[src/rtl/ppnx_pkg.sv]
// Shared types and constants for the PPN<->IDB transfer controller.
// Mode codes, FSM states, direction values and enable decode.
package ppnx_pkg;

    localparam logic [1:0] PPNX_FULL  = 2'b00;
    localparam logic [1:0] PPNX_UPPER = 2'b01;
    localparam logic [1:0] PPNX_LOWER = 2'b10;
    localparam logic [1:0] PPNX_UREST = 2'b11;

    localparam logic DIR_TO_IDB = 1'b1;
    localparam logic DIR_TO_PPN = 1'b0;

    typedef enum logic [1:0] {
        IDLE   = 2'b00,
        TURN   = 2'b01,
        ACTIVE = 2'b10,
        DONE   = 2'b11
    } xfer_state_t;

    // Returns {EIPU_n, EIPL_n, EIPUR_n} for an active transfer.
    function automatic logic [2:0] en_decode(input logic [1:0] mode);
        logic [2:0] en;
        en = 3'b111;
        unique case (mode)
            PPNX_FULL:  en = 3'b001;
            PPNX_UPPER: en = 3'b011;
            PPNX_LOWER: en = 3'b101;
            PPNX_UREST: en = 3'b010;
            default:    en = 3'b111;
        endcase
        return en;
    endfunction

endpackage

[src/rtl/ppnx_rr_arb.sv]
// Two-way round-robin arbiter between the microcode and maintenance requesters.
// On contention the requester that did not own the last grant wins.
module ppnx_rr_arb
    import ppnx_pkg::*;
(
    input  logic req_uc,
    input  logic req_mnt,
    input  logic en,
    input  logic last_mnt,
    output logic gnt,
    output logic owner_mnt
);

    always_comb begin
        gnt       = en & (req_uc | req_mnt);
        owner_mnt = (req_uc & req_mnt) ? ~last_mnt : req_mnt;
    end

endmodule

[src/rtl/ppnx_xfer_ctl.sv]
// PPN<->IDB transceiver sequencer: arbitration, turnaround and enable timing.
// Optional transfer counters are built when PPNX_XFER_STATS_EN is defined.
module ppnx_xfer_ctl
    import ppnx_pkg::*;
#(
    parameter int HOLD_CYC = 2,
    parameter int TURN_CYC = 1
) (
    input  logic       sysclk,
    input  logic       sys_rst_n,
    input  logic       uc_req,
    input  logic       uc_wr,
    input  logic [1:0] uc_mode,
    output logic       uc_ack,
    input  logic       mnt_req,
    input  logic       mnt_wr,
    input  logic [1:0] mnt_mode,
    output logic       mnt_ack,
    output logic       EIPU_n,
    output logic       EIPL_n,
    output logic       EIPUR_n,
    output logic       ESTOF_n,
    output logic       busy,
    output logic       gnt_mnt
`ifdef PPNX_XFER_STATS_EN
    ,
    input  logic        stat_clr,
    output logic [15:0] stat_rd_cnt,
    output logic [15:0] stat_wr_cnt
`endif
);

    localparam logic [3:0] HOLD_M1 = 4'(HOLD_CYC - 1);
    localparam logic [3:0] TURN_M1 = 4'(TURN_CYC - 1);

    xfer_state_t state_q, state_d;
    logic [3:0]  cnt_q, cnt_d;
    logic [1:0]  mode_q, mode_d;
    logic [2:0]  en_d;
    logic        estof_d, busy_d, gnt_mnt_d;
    logic        uc_ack_d, mnt_ack_d;
    logic        sel_wr;
    logic        arb_gnt, arb_mnt;

    ppnx_rr_arb u_arb (
        .req_uc    (uc_req),
        .req_mnt   (mnt_req),
        .en        (state_q == IDLE),
        .last_mnt  (gnt_mnt),
        .gnt       (arb_gnt),
        .owner_mnt (arb_mnt)
    );

    // Outputs are registered from next-state values so enables move on the grant edge.
    always_comb begin
        state_d   = state_q;
        cnt_d     = cnt_q;
        mode_d    = mode_q;
        en_d      = 3'b111;
        estof_d   = ESTOF_n;
        busy_d    = busy;
        gnt_mnt_d = gnt_mnt;
        uc_ack_d  = 1'b0;
        mnt_ack_d = 1'b0;
        sel_wr    = 1'b0;
        unique case (state_q)
            IDLE: begin
                if (arb_gnt) begin
                    gnt_mnt_d = arb_mnt;
                    sel_wr    = arb_mnt ? mnt_wr : uc_wr;
                    mode_d    = arb_mnt ? mnt_mode : uc_mode;
                    busy_d    = 1'b1;
                    estof_d   = sel_wr ? DIR_TO_PPN : DIR_TO_IDB;
                    if (estof_d != ESTOF_n) begin
                        state_d = TURN;
                        cnt_d   = TURN_M1;
                    end else begin
                        state_d = ACTIVE;
                        cnt_d   = HOLD_M1;
                        en_d    = en_decode(mode_d);
                    end
                end
            end
            TURN: begin
                if (cnt_q == 4'd0) begin
                    state_d = ACTIVE;
                    cnt_d   = HOLD_M1;
                    en_d    = en_decode(mode_q);
                end else begin
                    cnt_d = cnt_q - 4'd1;
                end
            end
            ACTIVE: begin
                if (cnt_q == 4'd0) begin
                    state_d   = DONE;
                    uc_ack_d  = ~gnt_mnt;
                    mnt_ack_d = gnt_mnt;
                end else begin
                    cnt_d = cnt_q - 4'd1;
                    en_d  = en_decode(mode_q);
                end
            end
            DONE: begin
                state_d = IDLE;
                cnt_d   = 4'd0;
                busy_d  = 1'b0;
            end
            default: state_d = IDLE;
        endcase
    end

    always_ff @(posedge sysclk or negedge sys_rst_n) begin
        if (!sys_rst_n) begin
            state_q <= IDLE;
            cnt_q   <= 4'd0;
            mode_q  <= PPNX_FULL;
            EIPU_n  <= 1'b1;
            EIPL_n  <= 1'b1;
            EIPUR_n <= 1'b1;
            ESTOF_n <= DIR_TO_IDB;
            busy    <= 1'b0;
            gnt_mnt <= 1'b1;
            uc_ack  <= 1'b0;
            mnt_ack <= 1'b0;
        end else begin
            state_q <= state_d;
            cnt_q   <= cnt_d;
            mode_q  <= mode_d;
            EIPU_n  <= en_d[2];
            EIPL_n  <= en_d[1];
            EIPUR_n <= en_d[0];
            ESTOF_n <= estof_d;
            busy    <= busy_d;
            gnt_mnt <= gnt_mnt_d;
            uc_ack  <= uc_ack_d;
            mnt_ack <= mnt_ack_d;
        end
    end

`ifdef PPNX_XFER_STATS_EN
    logic [15:0] stat_rd_q, stat_wr_q;

    // ESTOF_n still holds the finished transfer's direction during DONE.
    always_ff @(posedge sysclk or negedge sys_rst_n) begin
        if (!sys_rst_n) begin
            stat_rd_q <= 16'd0;
            stat_wr_q <= 16'd0;
        end else if (stat_clr) begin
            stat_rd_q <= 16'd0;
            stat_wr_q <= 16'd0;
        end else if (state_q == DONE) begin
            if (ESTOF_n == DIR_TO_PPN) begin
                if (stat_wr_q != 16'hFFFF) stat_wr_q <= stat_wr_q + 16'd1;
            end else begin
                if (stat_rd_q != 16'hFFFF) stat_rd_q <= stat_rd_q + 16'd1;
            end
        end
    end

    assign stat_rd_cnt = stat_rd_q;
    assign stat_wr_cnt = stat_wr_q;
`endif

endmodule
[config.mk]
export PLATFORM = sky130hd
export DESIGN_NAME = ppnx_xfer_ctl
export DESIGN_NICKNAME = d
export VERILOG_FILES = /design/src/rtl/ppnx_pkg.sv /design/src/rtl/ppnx_rr_arb.sv /design/src/rtl/ppnx_xfer_ctl.sv
export SDC_FILE = /design/constraint.sdc
export NUM_CORES = 1
export LEC_CHECK = 0
export ABC_AREA = 1
export BUFFER_PORTS_ARGS = -buffer_cell sky130_fd_sc_hd__buf_2
export CORE_MARGIN = 3
export CORE_UTILIZATION = 43
export DETAILED_ROUTE_END_ITERATION = 10
export PLACE_DENSITY = 0.7
export SETUP_SLACK_MARGIN = 0.2
export SLEW_MARGIN = 20
export SYNTH_ARGS = -nofsm -noshare
export SYNTH_HDL_FRONTEND = slang
export SYNTH_SLANG_ARGS = --single-unit
[constraint.sdc]
create_clock -name sysclk -period 2.05 [get_ports sysclk]
set_input_delay 0.205 -clock sysclk [delete_from_list [all_inputs] [get_ports sysclk]]
set_output_delay 0.205 -clock sysclk [all_outputs]
set_load 0.01 [all_outputs]
==> metrics.cfg, run 1 <==
[run_status]
status = complete, no violations

[sta]
final-hold-violation-count = 0
fin_skew_ns = 0.00876
final-setup-viol-count = 0
final_setup_slack_of_the_worst_path_ns = 0.473
timing.max_slew.rel_slack = 0.773
final_min_period_over_clock_period = 0.769
final_slew_viol_count = 0
setup_repair_after_global_routing_missed_its_margin = no
post-route-min-period_ns = 1.58
setup-tns-final_ns = 0
highest_clock_frequency_the_design_can_meet_ghz = 0.634
max_slew.worst_pin.slew_ns = 0.340

[routing]
drtPass1Iterations = 4
drc = 0
wl_um = 1790
vias_per_cell = 4.68
dr_total_vias = 800
detail_route.iter0.violations = 12
drtAntennaViolNets = 0
detail_route.wl_per_cell_um = 10.5

[power_and_ir_drop]
power_switching_share = 0.446
powerDensity_nw_per_um2 = 1550
total_power_w = 0.00170
seq_power_share = 0.341
peakVddDrop_v = 0.00104
power.clock.fraction = 0.123
pwr-share-comb = 0.536
cell_internal_power_w = 0.000944
power.switching_w = 0.000759
leakage_nw = 0.601

[clock_network]
cts.clk_slew.worst_paths_ns = 0.10
post_cts_buffers = 0
cts_buffers = 3
clock-sinks = 16
insertion_delay_ns = 0.29
htreeDepth = 1
tritoncts_clock_tree = done
clk_path_buf_depth = 2
cts-root-buf = sky130_fd_sc_hd__clkbuf_4

[yosys]
syn_inst = 122
syn_area_per_cell_um2 = 7.64
yosysWarningCount = 0
synthTopCellsByArea = sky130_fd_sc_hd__dfrtp_1, sky130_fd_sc_hd__dfstp_2, sky130_fd_sc_hd__nand2_1, sky130_fd_sc_hd__ha_1, sky130_fd_sc_hd__inv_1
syn-num-nets = 138
synth-seq-cells = 16
sequential_cell_area_fraction_in_the_yosys_report = 0.436
post_synth_instance_area_um2 = 932
yosysUniqueCellTypes = 18
area_share_of_the_largest_cell_type_after_synthesis = 0.295
synth-async-reset-ratio = 1.00
synth_enable_flop_cells = 0
synthDominantAreaCellType = sky130_fd_sc_hd__dfrtp_1
post_synth_top_cells = sky130_fd_sc_hd__nand2_1, sky130_fd_sc_hd__inv_1, sky130_fd_sc_hd__dfrtp_1, sky130_fd_sc_hd__nand3_1
postSynth.topFlopCell = sky130_fd_sc_hd__dfrtp_1
yosys.cell_count.top_type = sky130_fd_sc_hd__nand2_1

[placement]
dp_worst_setup_slack_ns = 0.493
post-dp-hpwl_um = 1430
post_placement_cell_count = 166
io_buffer_count = 17
routabilityCongestion = 0.880

[critical_path]
worst-path-max-fanout = 7
arrival_ns = 1.81
timing.reg2reg.worst_path_depth = 9
element_type_at_the_critical_path_start = register
critical_path_class = register to register
endpoint_kind = register
cp_data_required_time_ns = 2.29

[min_path]
hold_depth = 4
hp-class = input port to register

[floorplanning]
floorplan.io_pins = 18
rows = 16
die_height_um = 52.6
fp.coreArea_um2 = 2000
design.die.area_um2 = 2760
initial_util = 0.466
die_w_um = 52.6

[final_layout]
antenna_cells = 0
layout.nets = 161
layoutNonFillerInstCount = 171
areaGrowthSynthToFinish_pct = 17.7
layout-drive-gt1-share = 0.236
filler_cells_inserted = 190

[global_routing]
grt_start_max_net_pins = 17
grt_util_all_layers = 0.156
grt_first_pass_wirelength_um = 3080
antenna_found_initial = 0
grt_overflow = 0
number_of_global_route_vias_before_repair = 785

[job]
maxCapViolations = 0

-- flip-flops by register name (all words and copies together) (netlist names) --
signal	count
EIPL_n	1
EIPUR_n	1
EIPU_n	1
ESTOF_n	1
busy	1
cnt_q	4
gnt_mnt	1
mnt_ack	1
mode_q	2
state_q	2
uc_ack	1
-- layer usage --
layer / part of all wire / global-route usage
met1: 0.45 / 0.173
met2: 0.48 / 0.271
met3: 0.052 / 0.0598
met4: 0.012 / 0.0511
met5: 0 / 0
-- power by group through the flow --
| stage | Clock [W] | Combinational (W) | Sequential, W |
|---|---|---|---|
| global route | 0.000225 | 0.00108 | 0.000597 |
| finish | 0.000209 | 0.000913 | 0.000581 |
| CTS | 0.000214 | 0.000917 | 0.000578 |
| floorplan | 0 | 0.000657 | 0.000607 |
| detailed placement | 0 | 0.000910 | 0.000583 |
| global placement | 0 | 0.000903 | 0.000584 |
-- placed cells by master, fill, tap and decap left out, types with 4 or more instances in the layout --
cell | synthesis | final
sky130_fd_sc_hd__nand2_1 | 34 | 34
sky130_fd_sc_hd__a21oi_1 | 9 | 9
sky130_fd_sc_hd__dfstp_2 | 5 | 5
sky130_fd_sc_hd__dfrtp_1 | 11 | 11
sky130_fd_sc_hd__nand3_1 | 11 | 11
sky130_fd_sc_hd__inv_1 | 19 | 19
sky130_fd_sc_hd__buf_2 | 0 | 17
sky130_fd_sc_hd__ha_1 | 6 | 6
sky130_fd_sc_hd__nor2_1 | 9 | 9
sky130_fd_sc_hd__o21ai_0 | 4 | 4
-- critical path: stages (launching register included) --
cell,delay [ns]
sky130_fd_sc_hd__dfrtp_1,0.42
sky130_fd_sc_hd__inv_1,0.11
sky130_fd_sc_hd__ha_1,0.31
sky130_fd_sc_hd__inv_2,0.11
sky130_fd_sc_hd__nor2_4,0.17
sky130_fd_sc_hd__inv_2,0.08
sky130_fd_sc_hd__a21oi_2,0.14
sky130_fd_sc_hd__nand2_1,0.07
sky130_fd_sc_hd__nand2_1,0.06
sky130_fd_sc_hd__nand2_1,0.05
-- repair_timing --
item                                    CTS  global route
hold endpoints to repair                 11             0
resized for setup                         0             0
hold buffers                              1             0
endpoints found under the setup margin    0             0
-- path summary, 6_finish.rpt --
check	start	end	slack, ns
min	uc_wr	ESTOF_n	0.21
max in group asynchronous	sys_rst_n	EIPUR_n	1.41
min reg2reg	gnt_mnt	mnt_ack	0.52
max reg2reg	state_q[0]	EIPL_n	0.47
max	state_q[0]	EIPL_n	0.47
min in group asynchronous	sys_rst_n	cnt_q[0]	0.34
-- final cells by class --
type	instances	area [µm²]	share of cell area
well taps	27	33.8	0.0308
multi-input cells	85	447	0.407
flip-flops and latches	16	407	0.371
clock buffers	4	36.3	0.0331
inverters	21	78.8	0.0718
repair buffers	18	95.1	0.0867
-- cells by family after synthesis --
family,Yosys count,synth area share
XOR/XNOR,1,0.00940
AO/OA/AOI/OAI,18,0.105
adder cells (fa/ha/maj),6,0.0805
buffers and inverters,21,0.0846
AND/OR/NAND/NOR,60,0.285
flip-flops,16,0.436
-- through the flow --
step                utilization  hold slack, ns  area [µm²]
global route              0.548           0.250        1100
global placement          0.525           0.132        1050
finish                    0.548           0.214        1100
floorplan                     -         -0.0906         932
CTS                       0.548           0.212        1100
detailed placement        0.525           0.129        1050
No activity file was read; power rests on OpenSTA's default activity.
==> run 2, diff against run 1 <==
==> constraint.sdc (replaced) <==
create_clock -name sysclk -period 1.6 [get_ports sysclk]
set_input_delay 0.16 -clock sysclk [delete_from_list [all_inputs] [get_ports sysclk]]
set_output_delay 0.16 -clock sysclk [all_outputs]
set_load 0.01 [all_outputs]
==> run 2 against run 1 <==
Effect of this change:
- wire length is 13% higher
- sequential share of layout area is 5.0 points lower
- fmax is 15% higher
- sequential power is 30% higher
- first-iteration DRC count is 25% lower
- largest cell class unchanged
- highest routed layer unchanged
==> metrics.cfg, run 2 (synthesized netlist as in run 1, its figures left out) <==
[run_status]
status = complete, no violations

[final_layout]
areaGrowthSynthToFinish_pct = 36.5
final_cell_mix = sky130_fd_sc_hd__nand2_1, sky130_fd_sc_hd__buf_2, sky130_fd_sc_hd__inv_1
layout-drive-gt1-share = 0.445  ; +0.209
layout.nets = 172  ; +6.8%
largest_register = cnt_q
antenna_cells = 0  ; unchanged
reg_top3 = cnt_q x4, mode_q x2, state_q x2
final_common_cell = sky130_fd_sc_hd__nand2_1
largest_register_ff_count = 4  ; unchanged
final_area_um2 = 1270  ; +16%

[global_routing]
grt_first_pass_wirelength_um = 3210  ; +4.0%
antenna_found_initial = 0  ; unchanged
grt_overflow = 0  ; unchanged
grt_util_all_layers = 0.157  ; +0.000597
grt_start_max_net_pins = 17  ; unchanged
number_of_global_route_vias_before_repair = 780  ; -0.64%

[routing]
detail_route.iter0.violations = 9  ; -3
dr_total_vias = 871  ; +8.9%
vias_per_cell = 4.79  ; +2.3%
drtAntennaViolNets = 0  ; unchanged
wl_um = 2030  ; +13%
drtPass1Iterations = 4  ; unchanged
detail_route.wl_per_cell_um = 11.1  ; +6.2%
drc = 0  ; unchanged

[floorplanning]
initial_util = 0.466  ; unchanged
die_height_um = 52.6  ; unchanged
rows = 16  ; unchanged
die_w_um = 52.6  ; unchanged
floorplan.io_pins = 18  ; unchanged
design.die.area_um2 = 2760  ; unchanged
fp.coreArea_um2 = 2000  ; unchanged

[critical_path]
element_type_at_the_critical_path_start = register
regToRegStartpoint = state_q[1]
worst_reg2reg_endpoint = state_q[1]
critical_path_class = register to register
arrival_ns = 1.56  ; -0.25 ns
worst-r2r-setup-slack_ns = 0.22  ; -0.25 ns
timing.reg2reg.worst_path_depth = 8  ; -1
worst-path-max-fanout = 4  ; -3
endpoint_kind = register
cp_data_required_time_ns = 1.79  ; -0.50 ns

[clock_network]
tritoncts_clock_tree = done
cts-root-buf = sky130_fd_sc_hd__clkbuf_4
htreeDepth = 1  ; unchanged
cts_buffers = 3  ; unchanged
clock-sinks = 16  ; unchanged
insertion_delay_ns = 0.29  ; about the same
cts.clk_slew.worst_paths_ns = 0.09  ; about the same
clk_path_buf_depth = 2  ; unchanged

[placement]
post-dp-hpwl_um = 1500  ; +4.6%
placed_cell_area_um2 = 1070  ; +1.4%
routabilityCongestion = 0.858  ; -2.6%
io_buffer_count = 17  ; unchanged
dp_worst_setup_slack_ns = 0.178  ; -0.314 ns

[sta]
post-route-min-period_ns = 1.38  ; -0.200 ns
final_slew_viol_count = 0  ; unchanged
setup-tns-final_ns = 0  ; unchanged
fin_skew_ns = 0.000299  ; -0.00846 ns
highest_clock_frequency_the_design_can_meet_ghz = 0.726  ; +15%
final-hold-violation-count = 0  ; unchanged
timing.hold.ws_ns = 0.166  ; -0.0479 ns
max_slew.worst_pin.slew_ns = 0.345  ; +0.00498 ns
timing.max_slew.rel_slack = 0.770  ; -0.00332
final_min_period_over_clock_period = 0.861  ; +0.0915
final-setup-viol-count = 0  ; unchanged
setup_repair_after_global_routing_missed_its_margin = yes
final_setup_slack_of_the_worst_path_ns = 0.223  ; -0.250 ns

[min_path]
hold_path_end = ESTOF_n
hp-class = input port to register
timing.hold.worst.start = uc_wr
hold_depth = 4  ; unchanged

[power_and_ir_drop]
leakage_nw = 0.659  ; +9.6%
powerDensity_nw_per_um2 = 2110  ; +36%
peakVddDrop_v = 0.00128  ; +23%

[job]
maxCapViolations = 0  ; unchanged

-- run 2: cell types whose count changed in the layout (fill, tap and decap cells not counted), moves of 2 or more --
cell                      change
sky130_fd_sc_hd__a21oi_1      -2
sky130_fd_sc_hd__a21oi_2      +2
sky130_fd_sc_hd__buf_4       +11
sky130_fd_sc_hd__ha_1         -4
sky130_fd_sc_hd__ha_4         +3
sky130_fd_sc_hd__inv_1        -7
sky130_fd_sc_hd__inv_2        +6
sky130_fd_sc_hd__nand2_1      -4
sky130_fd_sc_hd__nand2_2      +4
sky130_fd_sc_hd__nand3_1      -2
sky130_fd_sc_hd__nor2_1       -3
sky130_fd_sc_hd__nor2_2       +3
-- run 2: per-stage QoR --
stage / instances / power [W] / utilization
after CTS: 176 / 0.00230 / 0.568
after detailed placement: 168 / 0.00197 / 0.533
after global placement: 168 / 0.00194 / 0.533
after floorplan: 122 / 0.00162 / -
after global routing: 182 / 0.00292 / 0.636
final: 182 / 0.00268 / 0.636
-- run 2: worst max path at each step --
stage               start    endpoint  slack [ns]  depth (start not counted)
2_1_floorplan  state_q[0]      EIPL_n        0.22                          9
3_3_place_gp   state_q[0]      EIPL_n        0.21                          9
3_5_place_dp   state_q[0]      EIPL_n        0.18                          9
4_1_cts        state_q[0]  state_q[0]        0.19                          9
5_1_grt        state_q[1]  state_q[1]        0.12                          9
6_report       state_q[1]  state_q[1]        0.22                          8
-- run 2: metal layers --
metal  up-vias  global-route usage  routed length [µm]
met1       395               0.203                 929
met4         0              0.0255                  14
met3         3              0.0598                  91
li1        453                   -                   -
met5         -                   0                   0
met2        20               0.250                 992
-- run 2: area by class of cell --
type / instances / area, µm²
fillers: 178 / 729
clock buffers: 4 / 36.3
flip-flops and latches: 16 / 408
inverters: 21 / 81.3
well taps: 27 / 33.8
multi-input cells: 85 / 536
repair buffers: 29 / 178
-- run 2: where the power goes --
group | switching [W] | total (W) | internal [W]
sequential | 0.000119 | 0.000753 | 0.000634
clock | 0.000126 | 0.000265 | 0.000139
combinational | 0.000931 | 0.00166 | 0.000730
-- run 2: repair_timing --
| action | 4_1_cts | 5_1_grt |
|---|---|---|
| gates resized for setup | 1 | 28 |
| endpoints found under the setup margin | 6 | 11 |
| hold buffers | 1 | 0 |
| hold endpoints to repair | 11 | 0 |
| pin swaps | 1 | 8 |
| buffers inserted | 3 | 6 |
-- run 2: critical path: stages, from the launching register on --
cell,delay [ns]
sky130_fd_sc_hd__dfrtp_2,0.42
sky130_fd_sc_hd__inv_2,0.07
sky130_fd_sc_hd__ha_2,0.20
sky130_fd_sc_hd__nor2_2,0.15
sky130_fd_sc_hd__inv_2,0.06
sky130_fd_sc_hd__nand2_1,0.08
sky130_fd_sc_hd__nand2_2,0.09
sky130_fd_sc_hd__a21oi_2,0.13
sky130_fd_sc_hd__a21oi_1,0.08
